<file path="config.mk">
export PLATFORM = sky130hd
export DESIGN_NAME = imem_arbiter
export DESIGN_NICKNAME = d
export VERILOG_FILES = /design/src/rtl/imem_arbiter.sv
export SDC_FILE = /design/constraint.sdc
export NUM_CORES = 1
export LEC_CHECK = 0
export CAP_MARGIN = 25
export CORE_AREA = 2 2 98 100
export DETAILED_ROUTE_END_ITERATION = 16
export DIE_AREA = 0 0 100 102
export GPL_ROUTABILITY_DRIVEN = 1
export PLACE_DENSITY = 0.64
export SLEW_MARGIN = 20
export SYNTH_ARGS = -nofsm -noshare
export SYNTH_HDL_FRONTEND = slang
export SYNTH_SLANG_ARGS = --single-unit
</file>
<file path="constraint.sdc">
create_clock -name clk -period 2 [get_ports clk]
set_input_delay 0.2 -clock clk [delete_from_list [all_inputs] [get_ports clk]]
set_output_delay 0.2 -clock clk [all_outputs]
set_load 0.01 [all_outputs]
</file>
<file path="src/rtl/imem_arbiter.sv">
// imem_arbiter: round-robin sharing of a single-port synchronous-read instruction memory
// between the fetch port and the loader/debug port, one transaction outstanding at a time.
module imem_arbiter #(
  parameter int MEM_BYTES = 1024,
  parameter int MA_W = $clog2(MEM_BYTES)
) (
  input  logic            clk,
  input  logic            rst,
  input  logic            f_req_valid,
  output logic            f_req_ready,
  input  logic [31:0]     f_addr,
  output logic            f_resp_valid,
  output logic [31:0]     f_rdata,
  output logic            f_err,
  input  logic            l_req_valid,
  output logic            l_req_ready,
  input  logic            l_we,
  input  logic [31:0]     l_addr,
  input  logic [31:0]     l_wdata,
  input  logic [3:0]      l_be,
  input  logic            l_hold,
  output logic            l_resp_valid,
  output logic [31:0]     l_rdata,
  output logic            l_err,
  output logic            m_en,
  output logic            m_we,
  output logic [MA_W-1:0] m_addr,
  output logic [31:0]     m_wdata,
  output logic [3:0]      m_be,
  input  logic [31:0]     m_rdata
);
  typedef enum logic [1:0] {IDLE, BUSY, ERR} state_t;
  state_t state_q, state_d;
  logic last_q;
  logic we_q, f_resp_valid_q, l_resp_valid_q, f_err_q, l_err_q;
  logic f_elig, f_win, l_win, idle, accept, bad;
  logic [31:0] addr;
  // last_q=1 means the loader was granted last, so fetch wins the next tie
  always_comb begin
    f_elig = f_req_valid & ~l_hold;
    f_win = f_elig & (~l_req_valid | last_q);
    l_win = l_req_valid & (~f_elig | ~last_q);
    idle = ~rst & (state_q == IDLE);
    f_req_ready = idle & f_win;
    l_req_ready = idle & l_win;
    accept = f_req_ready | l_req_ready;
    addr = l_win ? l_addr : f_addr;
    bad = (addr[1:0] != 2'b00) | (addr > 32'(MEM_BYTES - 4));
    m_en = accept & ~bad;
    m_we = m_en & l_win & l_we;
    m_addr = addr[MA_W-1:0];
    m_wdata = l_win ? l_wdata : 32'h0;
    m_be = l_win ? l_be : 4'hf;
    state_d = accept ? (bad ? ERR : BUSY) : IDLE;
  end
  always_ff @(posedge clk or posedge rst) begin
    if (rst) begin
      state_q <= IDLE;
      last_q <= 1'b1;
      we_q <= 1'b0;
      f_resp_valid_q <= 1'b0;
      l_resp_valid_q <= 1'b0;
      f_err_q <= 1'b0;
      l_err_q <= 1'b0;
    end else begin
      state_q <= state_d;
      f_resp_valid_q <= f_req_ready;
      l_resp_valid_q <= l_req_ready;
      f_err_q <= f_req_ready & bad;
      l_err_q <= l_req_ready & bad;
      we_q <= m_we;
      if (accept) last_q <= l_win;
    end
  end
  // read data comes straight from the macro during the response cycle; writes return zero
  assign f_resp_valid = f_resp_valid_q;
  assign l_resp_valid = l_resp_valid_q;
  assign f_err = f_err_q;
  assign l_err = l_err_q;
  assign f_rdata = (state_q == BUSY && f_resp_valid_q) ? m_rdata : 32'h0;
  assign l_rdata = (state_q == BUSY && l_resp_valid_q && !we_q) ? m_rdata : 32'h0;
endmodule

</file>
==> run summary <==
The tools report the H-tree depth as 1. The logs give 230 ps for the clock insertion delay at the later pin of the skew report and 35 for the floorplan row count. STA classifies the critical path startpoint as a flip-flop.

At the pin with the least slew margin, the transition time is 718 ps. For the via count of the first global-routing pass, the log shows 2337. In this design, the largest share of critical-path delay is due to flip-flops.

The internal power of the cells totals 0.000715 W. The clock drives 8 sinks. The number of endpoints with negative hold slack in the final report is 0, and the stage delay of the slowest cell on the critical path is 570 ps. Routability-driven placement finished with a final weighted congestion of 0.770. Maximum clock skew at final layout: 0.348 ps. Based on the critical path, the design can be clocked at up to 459 MHz. The run gives 1980 ps as the worst path arrival time.

Count of yosys warnings during synthesis: 0. The logs give 0 for the number of antenna violations at the first check in global routing and 24 for the maximum number of pins on one net before global-route repair. For this block, the initial DRC count from the detailed router was 32. After clock tree synthesis, the clock-pin slew on the worst setup and hold paths is 40 ps. The run gives 3 as the clock buffer count from CTS. For the number of pins with negative max-slew slack in the final report, the log shows 0. Worst setup path category: flip-flop to output port. Global routing finished with a remaining overflow of 0.

The average routed wire per standard cell works out to 14.7 µm. The remaining number of nets flagged by the antenna check after routing came out at 0. For the clock group share of total power, the log shows 20.5%. STA puts the critical path data required time at 1800 ps. Synthesized instance count: 190. The share of the Yosys chip area taken by registers is 15.1%.

The tightest slew margin relative to the limit came out at 51.7%. The final critical-path setup slack was -181 ps. The slowest stage of the critical path belongs to the cell dfstp_2.

Detailed-placement wirelength estimate: 7170 µm. The first global-routing pass estimated 12000 µm of wire. Counting flops and latches in the post-synthesis netlist gives 8. The tools report the final hold slack as 245 ps.

Ranked by instance count, the synthesized netlist is headed by and2_1 (64), and3_1 (30), nand2_1 (28), clkbuf_1 (13), dfrtp_1 (7). A synthesized cell averages 7.01 µm². The run gives 2 as the count of final setup violators. Sequential cells account for 18.6% of the total power.

The via-per-instance ratio was 4.11. The synthesized design contains 0 enable-type register cells. The root buffer cell chosen for the clock tree is clkbuf_8.

Wires add up to 8380 µm. The total number of nets in the final design came out at 600. Measured along the y axis, the die boundary spans 102 µm.

The floorplan step defined a die boundary enclosing 10200 µm². The power density over cell area was 231 nW/µm². The most common cell in the synthesized netlist is and2_1. 256 I/O pins were placed.

The fraction of registers with async set or reset after synthesis came out at 100%. Traced cell by cell, the critical path runs through and3b_4 -> o211ai_2 -> a221o_2 -> buf_12 -> nor3_4 -> buf_2. Of all nets on the critical path, the largest fanout is 4. The growth of design area from synthesis to finish is 222%, and the overall power consumption is 0.000992 W. For the switching power total, the log shows 0.000277 W. TritonCTS built the clock tree. Across the run, the number of max-cap violations was 0. Synthesis produced a netlist with a net count of 328.

The share of the synthesized area in the top cell type is 30.1%, and the peak supply drop is 0.129 mV. The final period utilization came out at 109%. In the final layout, the share of cells above drive strength 1 is 12.4%. The area of the core region was 9110 µm².

The flow ran to the end, but the final reports show violations. Classification of the worst-slack hold path: input port to asynchronous set/reset pin. Setup repair after global routing could not meet its margin everywhere. The repair_antennas step left the layout with diodes totalling 0. For the combinational share of power, the log shows 60.9%.

The worst setup path is captured at an output port. In this run the cell area of the synthesized design comes to 1330 µm². Switching part of the total power: 27.9%.

The maximum buffer depth of the clock tree was 2; the initial standard-cell utilization of the core was 14.6%. During placement, the flow inserted port buffers numbering 255. The number of hold buffers added after CTS was 0. For this run, the total global-route usage over all layers was measured as 15.0%.

In this run the horizontal extent of the chip is 100 µm. and2_1 takes more of the synthesized area than any other cell. The dominant synthesized flop cell was dfrtp_1. For the finished layout, the period the worst path requires is 2180 ps. The routed via count was 2353. Sorting the synthesized cells by area gives the leading types as and2_1 (30%), and3_1 (14%), dfrtp_1 (13%). The final reports fail on negative setup slack. After detailed routing, the number of remaining DRC violations is 0.

Counting distinct cell types in the post-synthesis netlist gives 32. The critical path contains buffers and inverters numbering 2 combined. The first detailed-routing pass took 4 iterations. Leakage power: 2.55 nW.
## power by group through the flow
stage          clock [W]  sequential, W  combinational (W)
6_report        0.000203       0.000184           0.000604
5_1_grt         0.000217       0.000186           0.000651
4_1_cts         0.000207       0.000184           0.000612
3_5_place_dp           0       0.000185           0.000631
3_3_place_gp           0       0.000185           0.000626
2_1_floorplan          0       0.000185           0.000157
## final timing paths
| kind | start | endpoint | slack (ps) | depth (start not counted) |
|---|---|---|---|---|
| max | last_q | m_en | -180 | 6 |
| min in group clk | l_we | we_q | 570 | 3 |
| min | rst | f_err | 240 | 2 |
| max in group asynchronous | rst | last_q | 1480 | 2 |
| max reg2reg | last_q | l_err | 150 | 6 |
| min reg2reg | last_q | last_q | 640 | 3 |
## kinds of logic (layout without fill, tap and decap cells)
logic type | count (synthesis) | count (layout) | share of synthesized area (%)
muxes | 1 | 1 | 0.846
AOI/OAI and AO/OA | 9 | 9 | 6.01
and+or+nand+nor | 155 | 155 | 73.1
DFF | 8 | 8 | 15.1
buffers and inverters | 17 | 288 | 4.89
## layer usage
layer	up-vias	GRT usage [%]	wire length, µm
met5	-	0	0
met1	1018	14.1	2740
li1	1187	-	-
met2	143	31.7	4760
met3	5	3.83	839
met4	0	3.79	37
## registers in the layout, summed over array words and instances (netlist names)
name and count:
l_err 1, f_err 1, last_q 1, we_q 1, state_q 2, f_resp_valid 1
l_resp_valid 1
## layout make-up
type,instances,area (µm²)
fillers,947,4820
repair buffers,281,2790
multi-input cells,165,1100
flip-flops and latches,8,201
well taps,111,139
clock buffers,4,45.0
inverters,3,11.3
## cells in the final DEF (no fill, tap or decap), types with 2 or more instances in the layout
cell,Yosys,final
buf_2,1,2
or3_1,4,4
nor4_1,5,4
clkdlybuf4s15_1,0,7
buf_4,0,19
and3_2,3,3
dlymetal6s2s_1,0,25
dlygate4sd2_1,0,83
dfrtp_1,7,7
nor4_2,6,6
clkbuf_8,0,3
buf_12,0,3
clkdlybuf4s50_1,0,137
o21a_1,2,2
nand4_1,3,3
bufbuf_16,0,2
nor3_1,3,2
and3_1,30,30
inv_1,3,3
nand2_1,28,28
and2_1,64,64
## per-stage QoR
step                      utilization [%]  TNS [ps]  instance area (µm²)  cells  setup WS, ps
after global placement               45.4     -7620                 4140    561          -622
after detailed placement             45.4     -6630                 4140    561          -629
after CTS                            45.9      -271                 4180    569          -151
after global routing                 47.1      -484                 4290    572          -247
final                                47.1      -324                 4290    572          -181
after floorplan                         -         0                 1330    190           205
## worst register-to-register path: cells and delay by family (launching register included)
kind / cells / cell delay [ps]
AOI/OAI and AO/OA: 3 / 650
buffers and inverters: 2 / 280
DFF: 1 / 570
and+or+nand+nor: 1 / 230
## timing repair
| action | CTS | global route |
|---|---|---|
| resized for setup | 108 | 36 |
| gates cloned | 2 | 0 |
| setup endpoints to repair | 114 | 45 |
| pin swaps | 3 | 3 |
| buffers inserted | 2 | 3 |
| hold endpoints to repair | 0 | 0 |
(Power assumes the default switching activity.)
==> variant, RTL diff (same settings) <==
Re-encode `state_t` (3 states) as one-hot, 3 bits wide.
--- a/src/rtl/imem_arbiter.sv
+++ b/src/rtl/imem_arbiter.sv
@@ -30,5 +30,5 @@
   input  logic [31:0]     m_rdata
 );
-  typedef enum logic [1:0] {IDLE, BUSY, ERR} state_t;
+  typedef enum logic [2:0] {IDLE = 3'b001, BUSY = 3'b010, ERR = 3'b100} state_t;
   state_t state_q, state_d;
   logic last_q;
Formal check against the unedited RTL: no difference found for any inputs over 10 cycles, from zero or initial values and one cycle with rst high; not proved beyond that.
==> variant against the original RTL <==
  * Combinational power increased by 13%
  * Power is 11% higher
  * Sequential cell count up 1
  * Cell area decreased by 0.15%
  * Routed wire length increased by 0.17%
  * Worst setup slack better by 110 ps
  * Largest power group unchanged
  * Fmax is 5.3% higher
  * The flow still finishes with violations (negative setup slack)
  * Area after synthesis grew 1.4%
==> variant: results (changes against the original RTL) <==
[run_status]
outcome = finished with violations
violations = negative setup slack

[synth]
synthMuxAreaShare_pct = 8.34  ; +7.5 points
syn-mean-instance-area_sq_um = 7.76  ; +11%
synth.area.top_cells = and2_1 30%, and3_1 15%, dfrtp_1 13%
yosys.cell_types.count = 33  ; +3.1%
yosysSeqAreaShare_pct = 16.9  ; +1.7 points
synth-compound-area-share_pct = 7.14  ; +1.1 points
syn-num-nets = 312  ; -4.9%
ys_top_cells_by_count = 64 x and2_1, 32 x and3_1, 12 x clkbuf_1

[timing]
setup_viol = 2  ; unchanged
tightest_slew_ps = 360  ; -357 ps
timing.final.ws_setup_ps = -70.5  ; +110 ps
skew_ps = 3.93  ; +3.58 ps
finalSetupTns_ps = -77.4  ; +247 ps

[power_and_ir_drop]
power.static_leakage_nw = 2.22  ; -13%
peakVddDrop_v = 0.000132  ; +2.2%

[global_routing]
grt_start_max_net_pins = 33  ; +38%
grtUsageTotal_pct = 14.3  ; -0.73 points
grt_pass1_wl_mm = 11.7  ; -3.0%

[layout]
final_layout_size_suffix_gt1_share_pct = 21.7  ; +9.3 points
areaGrowthSynthToFinish_pct = 217

[detailed_routing]
drt_iter0_drc = 61  ; +91%
dr.pass1.iters = 4  ; unchanged
vias = 2377  ; +1.0%
wirelength_mm = 8.40  ; +0.17%

[worst_setup_path]
cp.arrival_ps = 1870  ; -110 ps
reg2reg_depth = 7  ; +1

[place]
post-place-ws_ps = -541  ; +87.8 ps
hpwl_mm = 7.26  ; +1.3%
place.gp.congestion = 0.758  ; -1.5%
dp.cells = 553  ; -1.4%
placed_cell_area_sq_um = 4220  ; +2.0%

variant: changes by cell type after synthesis, sizes merged, moves of 2 or more:
cell,delta
nand4,-2
and4,+2
nor4b,+2
mux2,+9
nand2,-26
and3,-2
o21a,-2
nor3,-2
a21oi,+3
variant: area by class of cell:
class                      instances  area (sq um)
fill                             927          4830
timing repair buffer             296          2730
multi-input combinational        148          1130
sequential                         9           228
tap                              111           139
clock buffer                       4          45.0
inverter                           4          15.0
variant: metal layers:
metal	track usage, %	vias to the layer above	share of wire (%)
met5	0	-	0
met4	2.74	0	0.75
met3	3.76	7	11
met2	27.7	159	53
met1	15.7	1025	35
li1	-	1186	-
variant: cells by family after synthesis:
logic type,count (synthesis)
simple gates,128
buf+inv,17
compound gates,10
mux,10
flops,9
variant: what timing repair did:
item / CTS / global route
hold buffers: 0 / 0
pin swaps: 10 / 7
endpoints found under the setup margin: 114 / 43
endpoints found under the hold margin: 0 / 0
setup buffers: 10 / 5
gates resized for setup: 160 / 68
cloned: 2 / 0
variant: report_power, final:
group	total, W	switching (W)	internal (W)
clock network	0.000206	0.0000672	0.000138
logic	0.000683	0.000230	0.000453
registers	0.000210	0.00000946	0.000201
variant: through the flow:
| stage | hold slack [ps] | total power [W] |
|---|---|---|
| after floorplan | 26.5 | 0.000378 |
| final | 327 | 0.00110 |
| after global routing | 389 | 0.00116 |
| after CTS | 326 | 0.00108 |
| after global placement | 559 | 0.000875 |
| after detailed placement | 564 | 0.000879 |
variant: worst paths after layout:
check	startpoint	to	slack (ps)
worst max-delay path	last_q	m_en	-70
worst min-delay path	rst	state_q[1]	330
worst min register to register	last_q	last_q	710
min in group clk	l_hold	f_resp_valid	680
max in group asynchronous	rst	last_q	1380
worst max register to register	last_q	f_err	290
